<file path="src/rtl/dds_spi_mc.sv">
// Multi-chip DDS serial loader: a PicoBlaze-style port window feeds a command FIFO
// whose entries are shifted out MSB first on a shared SCLK/SDATA pair with one FSYNC per chip.
module dds_spi_mc #(
    parameter int         NUM_CH     = 2,
    parameter int         WORD_W     = 16,
    parameter int         CLK_DIV    = 2,
    parameter int         FIFO_DEPTH = 4,
    parameter logic [7:0] PORT_BASE  = 8'h10
) (
    input  logic              clk,
    input  logic              rst_n,
    input  logic [7:0]        port_id,
    input  logic [7:0]        out_port,
    input  logic              write_strobe,
    output logic [NUM_CH-1:0] FSYNC,
    output logic              SCLK,
    output logic              SDATA,
    output logic [7:0]        status
);

    localparam int CH_W = (NUM_CH > 1) ? $clog2(NUM_CH) : 1;
    localparam int AW   = $clog2(FIFO_DEPTH);
    localparam int CW   = (CLK_DIV > 1) ? $clog2(CLK_DIV) : 1;
    localparam int FW   = $clog2(WORD_W + 1);
    localparam int EW   = CH_W + WORD_W;

    typedef enum logic [2:0] {IDLE, SETUP, LOW, HIGH, GAP} state_t;

    // ---------------- register window decode ----------------
    logic [7:0] offs;
    logic       hit, wr_stage, wr_push, wr_flush, wr_clear, ch_ok;

    assign offs     = port_id - PORT_BASE;
    assign hit      = write_strobe && (offs[7:2] == 6'd0);
    assign wr_stage = hit && (offs[1:0] == 2'd0);
    assign wr_push  = hit && (offs[1:0] == 2'd1);
    assign wr_flush = hit && (offs[1:0] == 2'd2);
    assign wr_clear = hit && (offs[1:0] == 2'd3);
    assign ch_ok    = out_port < 8'(NUM_CH);

    // ---------------- staging register ----------------
    logic [WORD_W-1:0] staging, stage_shift;

    generate
        if (WORD_W > 8) begin : g_wide
            assign stage_shift = {staging[WORD_W-9:0], out_port};
        end else begin : g_narrow
            assign stage_shift = out_port;
        end
    endgenerate

    // NOTE: sequential state uses non-blocking assignments so every flop samples pre-edge values.
    always_ff @(posedge clk or negedge rst_n) begin
        if (!rst_n)        staging <= '0;
        else if (wr_stage) staging <= stage_shift;
    end

    // ---------------- command FIFO ----------------
    logic [EW-1:0]     mem [FIFO_DEPTH];
    logic [AW-1:0]     wr_ptr, rd_ptr;
    logic [AW:0]       count;
    logic              full, empty, push_ok, pop;
    logic              overflow, bad_ch;
    logic [EW-1:0]     head;
    logic [CH_W-1:0]   head_ch;
    logic [WORD_W-1:0] head_word;
    state_t            state, state_n;

    assign full      = (count == (AW+1)'(FIFO_DEPTH));
    assign empty     = (count == '0);
    assign push_ok   = wr_push && ch_ok && !full;
    assign pop       = (state == IDLE) && !empty;
    assign head      = mem[rd_ptr];
    assign head_ch   = head[EW-1:WORD_W];
    assign head_word = head[WORD_W-1:0];

    // NOTE: the storage array has no reset; validity is carried entirely by the pointers and count.
    always_ff @(posedge clk) begin
        if (push_ok) mem[wr_ptr] <= {out_port[CH_W-1:0], staging};
    end

    // A flush only drops queued entries; a word already popped keeps shifting.
    always_ff @(posedge clk or negedge rst_n) begin
        if (!rst_n) begin
            wr_ptr <= '0;
            rd_ptr <= '0;
            count  <= '0;
        end else if (wr_flush) begin
            wr_ptr <= '0;
            rd_ptr <= '0;
            count  <= '0;
        end else begin
            if (push_ok) wr_ptr <= wr_ptr + 1'b1;
            if (pop)     rd_ptr <= rd_ptr + 1'b1;
            count <= count + (AW+1)'(push_ok) - (AW+1)'(pop);
        end
    end

    always_ff @(posedge clk or negedge rst_n) begin
        if (!rst_n) begin
            overflow <= 1'b0;
            bad_ch   <= 1'b0;
        end else if (wr_clear) begin
            overflow <= 1'b0;
            bad_ch   <= 1'b0;
        end else begin
            if (wr_push && full)   overflow <= 1'b1;
            if (wr_push && !ch_ok) bad_ch   <= 1'b1;
        end
    end

    // ---------------- serializer ----------------
    logic [CW-1:0]     cnt, cnt_n;
    logic [FW-1:0]     fall_cnt, fall_n;
    logic [WORD_W-1:0] shreg, shreg_n;
    logic              sclk_n, cnt_end;
    logic [NUM_CH-1:0] fsync_n;

    assign cnt_end = (cnt == CW'(CLK_DIV - 1));

    // NOTE: every output of this block gets a default first, so no path can infer a latch.
    always_comb begin
        state_n = state;
        cnt_n   = cnt_end ? '0 : cnt + 1'b1;
        fall_n  = fall_cnt;
        shreg_n = shreg;
        sclk_n  = SCLK;
        fsync_n = FSYNC;
        case (state)
            IDLE: begin
                cnt_n = '0;
                if (!empty) begin
                    shreg_n = head_word;
                    fsync_n = ~(NUM_CH'(1) << head_ch);
                    sclk_n  = 1'b1;
                    fall_n  = '0;
                    state_n = SETUP;
                end
            end
            SETUP: if (cnt_end) begin
                sclk_n  = 1'b0;
                fall_n  = FW'(1);
                state_n = LOW;
            end
            LOW: if (cnt_end) begin
                sclk_n  = 1'b1;
                state_n = HIGH;
                if (fall_cnt != FW'(WORD_W)) shreg_n = shreg << 1;
            end
            // After the last rising edge FSYNC is held one more half-period before release.
            HIGH: if (cnt_end) begin
                if (fall_cnt == FW'(WORD_W)) begin
                    fsync_n = '1;
                    state_n = GAP;
                end else begin
                    sclk_n  = 1'b0;
                    fall_n  = fall_cnt + 1'b1;
                    state_n = LOW;
                end
            end
            GAP: if (cnt_end) state_n = IDLE;
            default: state_n = IDLE;
        endcase
    end

    always_ff @(posedge clk or negedge rst_n) begin
        if (!rst_n) begin
            state    <= IDLE;
            cnt      <= '0;
            fall_cnt <= '0;
            shreg    <= '0;
            SCLK     <= 1'b1;
            FSYNC    <= '1;
        end else begin
            state    <= state_n;
            cnt      <= cnt_n;
            fall_cnt <= fall_n;
            shreg    <= shreg_n;
            SCLK     <= sclk_n;
            FSYNC    <= fsync_n;
        end
    end

    assign SDATA = shreg[WORD_W-1];

    // ---------------- status ----------------
    logic [31:0] count_ext;
    logic [2:0]  level;

    assign count_ext = 32'(count);
    assign level     = (count_ext > 32'd7) ? 3'd7 : count_ext[2:0];
    assign status    = {state != IDLE, full, empty, overflow, bad_ch, level};

endmodule

</file>
<file path="config.mk">
export PLATFORM = sky130hd
export DESIGN_NAME = dds_spi_mc
export DESIGN_NICKNAME = d
export VERILOG_FILES = /design/src/rtl/dds_spi_mc.sv
export SDC_FILE = /design/constraint.sdc
export NUM_CORES = 1
export LEC_CHECK = 0
export ABC_CLOCK_PERIOD_IN_PS = 2200
export BUFFER_PORTS_ARGS = -buffer_cell sky130_fd_sc_hd__buf_4
export CORE_ASPECT_RATIO = 0.6
export CORE_MARGIN = 2
export CORE_UTILIZATION = 54
export CTS_CLUSTER_DIAMETER = 80
export CTS_CLUSTER_SIZE = 24
export DETAILED_ROUTE_END_ITERATION = 8
export GPL_TIMING_DRIVEN = 0
export PLACE_DENSITY_LB_ADDON = 0.15
export SYNTH_ARGS = -nofsm -noshare
export SYNTH_HDL_FRONTEND = slang
export SYNTH_SLANG_ARGS = --single-unit
export TNS_END_PERCENT = 30
</file>
<file path="constraint.sdc">
create_clock -name clk -period 2.2 [get_ports clk]
set_input_delay 0.44 -clock clk [delete_from_list [all_inputs] [get_ports clk]]
set_output_delay 0.44 -clock clk [all_outputs]
set_load 0.02 [all_outputs]
</file>
## Word-level counts from Yosys, hierarchy flattened

Memories as Yosys holds them, arrays and structs flattened.
Index checks and enable logic that the tools add are counted.

- Register bits: 53
- Memory bits (writable): 68
- Output and inout bits: 12
- Word-level logic and storage cells: 113
- Memories: 1

- Add/sub/neg operators: 7
- $lt $le $gt $ge: 2
- Equality and inequality tests: 18
- Shifts and indexed selects: 1
- Mux-type cells: 40
- Bitwise operators: 1
- Reductions and logical operators: 31

Memories:

| name | words | width | read ports | clocked after Yosys merged registers in | write ports | RTL line | source |
|---|---|---|---|---|---|---|---|
| mem | 4 | 17 | 1 | 0 | 1 | 59 | `logic [EW-1:0] mem [FIFO_DEPTH];` |

Operator list:

| cell | count |
|---|---|
| 16-bit two-way mux | 3 |
| 16-bit one-hot mux with 2 select lines | 1 |
| 3-bit two-way mux | 8 |
| 5-bit two-way mux | 4 |
| 2-bit inequality test, second input constant | 8 |
| 3-bit one-hot mux with 5 select lines | 1 |
| 5-bit one-hot mux with 3 select lines | 1 |
| 2-bit two-way mux | 7 |
| 1-bit two-way mux | 13 |
| 2-bit nonzero test | 6 |
| 1-bit logical AND | 10 |
| 5-bit AND reduction | 2 |
| 8-bit by 2-bit less-than comparator with 1-bit output, second input constant | 1 |
| 4-bit AND reduction | 2 |
| 8-bit by 5-bit subtractor with 8-bit output, second input constant | 1 |
| 3-bit by 2-bit equality test with 1-bit output, second input constant | 2 |
| 3-bit equality test, second input constant | 2 |
| 3-bit zero test | 2 |
| 6-bit zero test | 1 |
| 6-bit AND reduction | 1 |
| 3-bit nonzero test | 2 |
| 5-bit by 1-bit adder with 5-bit output, second input constant | 1 |
| 5-bit equality test, second input constant | 1 |
| 5-bit inequality test, second input constant | 1 |
| 15 further kinds | 19 |

## Longest topological paths before layout

Gate-level depths: netlist of the first run.

- Word-level depth: 9
- Mapped depth: 11

## Worst setup path before layout of the first run

Ideal clock, no wire load.

- Kind: input port to flip-flop
- From: in out_port[5]
- To: reg count[2]
- Library setup time: 0.134 ns
- Data arrival time: 2.377 ns
- Data required time: 2.066 ns
- Path slack: -0.311 ns
- Stages on the path: 11
- Buffers on the path: 1
- Cell sequence: nor4_1 -> nor4bb_1 -> clkbuf_1 -> and2_1 -> inv_1 -> ha_1 -> inv_1 -> ha_1 -> fa_1 -> xor2_1 -> nor2_1

- Word-level cells in the longest chain between the ends: 6

RTL lines:

| element | RTL line | source |
|---|---|---|
| start, declared | 13 | `input logic [7:0] out_port,` |
| 8-bit by 2-bit less-than comparator with 1-bit output | 39 | `assign ch_ok = out_port < 8'(NUM_CH);` |
| 1-bit logical AND (2 in a row) | 71 | `assign push_ok = wr_push && ch_ok && !full;` |
| 3-bit by 1-bit adder with 3-bit output | 95 | `count <= count + (AW+1)'(push_ok) - (AW+1)'(pop);` |
| 3-bit by 1-bit subtractor with 3-bit output | 95 |  |
| 3-bit two-way mux | 88 | `end else if (wr_flush) begin` |
| end signal, assigned | 95 |  |
| end, declared | 61 | `logic [AW:0] count;` |

No other way between the ends.
A chain may end at the register's enable or synchronous reset.

## Final worst setup path of the first run

- From: reg count[2]
- To: reg count[1]

- Word-level cells in the longest chain between the ends: 6
- Elaborated cells on any way between the ends: 9
- Those cells by class: add/sub: 2; eq/ne: 1; mux: 1; reduce/logical: 5

RTL lines:

| element | RTL line | source |
|---|---|---|
| 3-bit equality test | 69 | `assign full = (count == (AW+1)'(FIFO_DEPTH));` |
| named net full | 62 | `logic full, empty, push_ok, pop;` |
| 1-bit zero test | 71 |  |
| 1-bit logical AND | 71 |  |
| 3-bit by 1-bit adder with 3-bit output | 95 |  |
| 3-bit by 1-bit subtractor with 3-bit output | 95 |  |
| 3-bit two-way mux | 88 |  |

The timed path passes the listed nets, and every way through them passes these cells.

==> results of run 1 <==
cell type report:
cell class	instances	area [um^2]	area share
Buffer	23	139	0.0221
Clock buffer	18	429	0.0683
Clock inverter	14	175	0.0279
Inverter	12	47.5	0.00757
Multi-Input combinational cell	179	1670	0.265
Sequential cell	121	3370	0.537
Tap cell	130	163	0.0259
Timing Repair Buffer	38	289	0.0460
critical path, stage by stage (launching register included):
cell	delay [ns]
dfrtp_1	0.41
nor3b_4	0.18
nor4bb_1	0.27
buf_4	0.17
and2_4	0.14
inv_2	0.05
ha_4	0.26
inv_2	0.04
ha_4	0.15
fa_2	0.51
nor2b_4	0.12
metrics by stage:
stage / instance area, um^2 / cells / hold WS (ns)
final: 6280 / 535 / 0.0797
after CTS: 6250 / 533 / 0.108
after floorplan: 5160 / 335 / 0.144
after global placement: 5550 / 495 / 0.466
after global routing: 6280 / 535 / 0.127
after detailed placement: 5550 / 495 / 0.472
how the worst max path moves through the flow:
stage | endpoint | slack [ns] | cells after the start
3_3_place_gp | count[2] | -0.52 | 12
5_1_grt | count[1] | -0.25 | 10
2_1_floorplan | count[2] | -0.20 | 11
4_1_cts | count[1] | -0.18 | 10
6_report | count[1] | -0.13 | 10
3_5_place_dp | count[2] | -0.56 | 12
registers in the layout, summed over array words and instances (netlist names), 2 cells and up:
register and cells:
shreg 16, FSYNC 2, fall_cnt 5, wr_ptr 2, state 3, staging 16
mem 68, rd_ptr 2, count 3
power by group:
part	total, mW	leakage [nW]	switching (mW)	internal, mW
combinational	0.188	0.888	0.0891	0.0988
sequential	2.46	1.37	0.0394	2.42
clock	2.76	0.275	0.980	1.78
kinds of logic after synthesis:
logic type,count (synthesis),synth area share
AO/OA/AOI/OAI,45,0.0573
XOR/XNOR,3,0.00510
adder cells (fa/ha/maj),10,0.0258
buffers and inverters,35,0.0350
flip-flops,121,0.655
multiplexers,50,0.143
AND/OR/NAND/NOR,71,0.0787
cell usage in the layout, fill, tap and decap left out, drive strengths merged, types with 5 or more instances in the layout:
cell      count
nor3          5
a21oi        10
nor2          7
inv          13
nand3         8
edfxtp       68
nand2        24
and3          6
mux2i        16
buf          57
dfrtp        50
o21ai        18
clkinvlp      6
mux4         17
ha            9
clkbuf       22
mux2         17
what timing repair did:
item | CTS | global route
buffers inserted | 6 | 2
pin swaps | 5 | 2
setup endpoints to repair | 70 | 3
cloned | 0 | 0
resized for setup | 16 | 6
metal layers:
metal | vias up | track usage | wire length [um] | share of wire
met5 | - | 0 | 0 | 0
met4 | 0 | 0.0774 | 72 | 0.0074
met3 | 9 | 0.0657 | 523 | 0.053
met2 | 69 | 0.315 | 4420 | 0.45
met1 | 1462 | 0.303 | 4770 | 0.49
li1 | 1373 | - | - | -
==> results.json, run 1 <==
{
  "ys_seq_area_frac": 0.655,
  "r2r_start": "count[2]",
  "n_antenna_cell": 0,
  "ioPinCount": 31,
  "hp-class": "in2async",
  "coreArea_mm2": 0.00922,
  "grt_overflow": 0,
  "ys.flop_type": "edfxtp_1",
  "fin_setup_tns_ns": -0.239,
  "cts_num_sinks": 121,
  "synth_top_area_cell": "edfxtp_1",
  "ys_top_cells_by_count": "edfxtp_1 (68), dfrtp_1 (50), nand2_1 (24), mux4_2 (17)",
  "fin_worst_skew_ns": 0.00884,
  "die_w_um": 130,
  "violations": "setup timing",
  "slew_headroom": 0.531,
  "drcViolationCount": 0,
  "gp_congestion": 0.832,
  "fp.dieH_um": 79.6,
  "finalHoldViolCount": 0,
  "drt.antenna.violating_nets": 0,
  "synth_edf_count": 68,
  "yosysMostFrequentCell": "edfxtp_1",
  "rsz0062_at_grt": "true",
  "viasPerCell": 5.44,
  "syn-cell-area_mm2": 0.00515,
  "fill_cells": 640,
  "ys_ff_latch": 121,
  "required_ns": 2.54,
  "synth.area.top_cells": "edfxtp_1 (40%), dfrtp_1 (24%), mux4_2 (7.4%)",
  "cp_max_fo": 4,
  "start_util": 0.558,
  "critPathKind": "reg2reg",
  "fp-row-count": 27,
  "final_util": 0.681,
  "syn_nets": 364,
  "rr_worst_depth": 10,
  "syn_to_final_growth_pct": 22.0,
  "peakVddDrop_v": 0.000594,
  "routedWlPerCell_um": 18.3,
  "cap_violations": 0,
  "synthCells": 335,
  "port-buffer-count": 30,
  "drtPass1Iterations": 4,
  "num_vias": 2913,
  "grt_pass1_wl_um": 15700,
  "grt_antenna_before_repair": 0,
  "async_flop_share": 0.438,
  "wirelength_um": 9780,
  "cp.arrival_ns": 2.67,
  "final_max_slew_viol_count": 0,
  "dp_hpwl_um": 6400,
  "status": "complete, but fails checks",
  "cts_made_buffers": 17,
  "endpoint_kind": "register",
  "cts_tree": "done",
  "clock.fmax_mhz": 428,
  "worstMarginPinSlew_ns": 0.704,
  "cts_root_buf": "clkbuf_16",
  "post-synth-top-area-fraction": 0.397,
  "finalPower_mw": 5.42,
  "yosys_warnings": 0,
  "rrSetupSlack_ns": -0.13,
  "regToRegEndpoint": "count[1]",
  "finalSetupViolations": 2,
  "die-area_mm2": 0.0104,
  "cts_htree_levels": 4,
  "post-route-min-period_ns": 2.33,
  "drt_iter0_markers": 213,
  "worst_slack_ns": -0.134,
  "dp_slack_ns": -0.563,
  "p_per_area_mw_per_mm2": 862,
  "grt_max_degree": 54,
  "grt_usage": 0.214,
  "clock_path_buffers": 2,
  "crit_start": "count[2]",
  "hold_buffers": 0,
  "clk_latency_ns": 0.40,
  "leakagePower_nw": 2.54,
  "synth.distinct_cells": 56,
  "grt_pass1_vias": 2984,
  "synth_area_per_cell_um2": 15.4,
  "clkTransAtPathRegs_ns": 0.06,
  "nets": 421,
  "drive_gt1_frac": 0.365,
  "period_share": 1.06,
  "startpoint_type": "register"
}
(Power assumes the default switching activity.)
==> run 2, diff against run 1 <==
--- a/config.mk
+++ b/config.mk
@@ -15,6 +15,7 @@
 export DETAILED_ROUTE_END_ITERATION = 8
 export GPL_TIMING_DRIVEN = 0
 export PLACE_DENSITY_LB_ADDON = 0.15
+export SKIP_LAST_GASP = 1
 export SYNTH_ARGS = -nofsm -noshare
 export SYNTH_HDL_FRONTEND = slang
 export SYNTH_SLANG_ARGS = --single-unit
==> run 2 against run 1 <==
Largest cell class unchanged. Core utilization decreased by 0.20 points. Clock skew fell by 0.00078 ns. Cell count shrank 0.19%. The flow still finishes with violations (setup timing).
==> results.json, run 2 (same netlist as run 1, synthesis figures left out) <==
{
  "status": "complete, but fails checks",
  "fp-row-count": 27,
  "p_per_area_mw_per_mm2": 865,
  "largest_reg_flops": 68,
  "cts_num_sinks": 121,
  "period_share": 1.07,
  "routedWlPerCell_um": 18.3,
  "cp_slowest_stage_delay_ns": 0.51,
  "gp_congestion": 0.832,
  "cap_violations": 0,
  "grt_pass1_wl_um": 15700,
  "cp.arrival_ns": 2.69,
  "grt_antenna_before_repair": 0,
  "clkTransAtPathRegs_ns": 0.05,
  "cts_root_buf": "clkbuf_16",
  "wirelength_um": 9770,
  "startpoint_type": "register",
  "start_util": 0.558,
  "n_antenna_cell": 0,
  "peakVddDrop_v": 0.000597,
  "die-area_mm2": 0.0104,
  "grt_max_degree": 54,
  "switchingPower_mw": 1.11,
  "fp.dieH_um": 79.6,
  "viasPerCell": 5.45,
  "hold_ws_ns": 0.0871,
  "clk_latency_ns": 0.40,
  "rr_worst_depth": 10,
  "critPathKind": "reg2reg",
  "coreArea_mm2": 0.00922,
  "cts_made_buffers": 17,
  "syn_to_final_growth_pct": 21.6,
  "fin_worst_skew_ns": 0.00807,
  "num_vias": 2909,
  "clkPwrFrac": 0.511,
  "crit_chain": "nor3b_4, nor4bb_1, buf_4, and2_4, inv_2, ha_4, inv_2, ha_4, fa_2, nor2b_4",
  "dp_hpwl_um": 6400,
  "swShare": 0.205,
  "hp-class": "in2async",
  "cts_htree_levels": 4,
  "p_int_mw": 4.31,
  "drtPass1Iterations": 4,
  "combPwrFrac": 0.034,
  "seq_power_share": 0.455,
  "drive_gt1_frac": 0.361,
  "cts_tree": "done",
  "r2r_start": "count[2]",
  "post-route-min-period_ns": 2.34,
  "nets": 420,
  "port-buffer-count": 30,
  "grt_overflow": 0,
  "placedCellCount": 495,
  "drt.antenna.violating_nets": 0,
  "required_ns": 2.54,
  "reg_top3": "mem: 68 flops, shreg: 16 flops, staging: 16 flops",
  "cp_slowest_cell": "fa_2",
  "rsz0062_at_grt": "true",
  "grt_pass1_vias": 2989,
  "clock.fmax_mhz": 427,
  "final_common_cell": "edfxtp_1",
  "rrSetupSlack_ns": -0.14,
  "endpoint_kind": "register",
  "clock_path_buffers": 2,
  "top_register": "mem",
  "hold_buffers": 0,
  "regToRegEndpoint": "count[1]",
  "cp_max_fo": 4,
  "finalHoldViolCount": 0,
  "die_w_um": 130,
  "final_util": 0.679,
  "violations": "setup timing",
  "final_cells": 534,
  "mostFrequentLayoutCells": "edfxtp_1 (68), dfrtp_1 (49), buf_4 (46), nand2_1 (24)",
  "drcViolationCount": 0,
  "leakagePower_nw": 2.53,
  "ioPinCount": 31,
  "dp_slack_ns": -0.563,
  "worst_slack_ns": -0.144,
  "finalSetupViolations": 20,
  "drt_iter0_markers": 264,
  "final_max_slew_viol_count": 0,
  "worstMarginPinSlew_ns": 0.866,
  "slew_headroom": 0.423,
  "grt_usage": 0.214
}
-- run 2: cell count changes in the layout (fill, tap and decap cells not counted), sizes merged --
cell | previous run | this run
buf | 57 | 56
-- run 2: worst max path at each step --
stage | from | to | slack [ns] | depth (start not counted)
floorplan | out_port[5] | count[2] | -0.20 | 11
global placement | out_port[7] | count[2] | -0.52 | 12
detailed placement | out_port[7] | count[2] | -0.56 | 12
CTS | count[2] | count[1] | -0.18 | 10
global route | count[2] | count[1] | -0.26 | 10
finish | count[2] | count[1] | -0.14 | 10
-- run 2: area by class of cell --
cell class / instances / area (um^2)
inverter: 12 / 45.0
fill: 642 / 2960
clock buffer: 18 / 429
clock inverter: 14 / 175
multi-input combinational: 179 / 1660
tap: 130 / 163
buffer: 23 / 139
timing repair buffer: 37 / 278
sequential: 121 / 3370
-- run 2: what timing repair did --
action                                  CTS  global route
buffers inserted                          6             1
hold endpoints to repair                  0             0
endpoints found under the setup margin   70            37
pin swaps                                 5             2
cloned                                    0             0
resized for setup                        14             4
-- run 2: metal layers --
layer / vias up / GRT usage / wire (um)
li1: 1370 / - / -
met1: 1461 / 0.303 / 4810
met2: 70 / 0.316 / 4390
met3: 8 / 0.0657 / 503
met4: 0 / 0.0774 / 72
met5: - / 0 / 0
-- run 2: power by group through the flow --
stage	sequential, mW	clock [mW]	combinational, mW
after floorplan	2.49	0	0.0894
after global routing	2.47	2.92	0.207
after CTS	2.46	2.82	0.186
after global placement	2.50	0	0.168
final	2.46	2.77	0.187
after detailed placement	2.50	0	0.172
-- run 2: critical path: cells and delay by family, from the launching register on --
kind,cells,cell delay (ns)
buffers and inverters,3,0.26
adder cells (fa/ha/maj),3,0.92
flip-flops,1,0.41
AND/OR/NAND/NOR,4,0.71
-- run 2: metrics by stage --
step	cell area, um^2	total power, mW	TNS [ns]
final	6260	5.42	-1.07
after global routing	6260	5.60	-3.59
after CTS	6250	5.46	-4.17
after detailed placement	5550	2.68	-30.28
after global placement	5550	2.67	-26.58
after floorplan	5160	2.58	-0.401
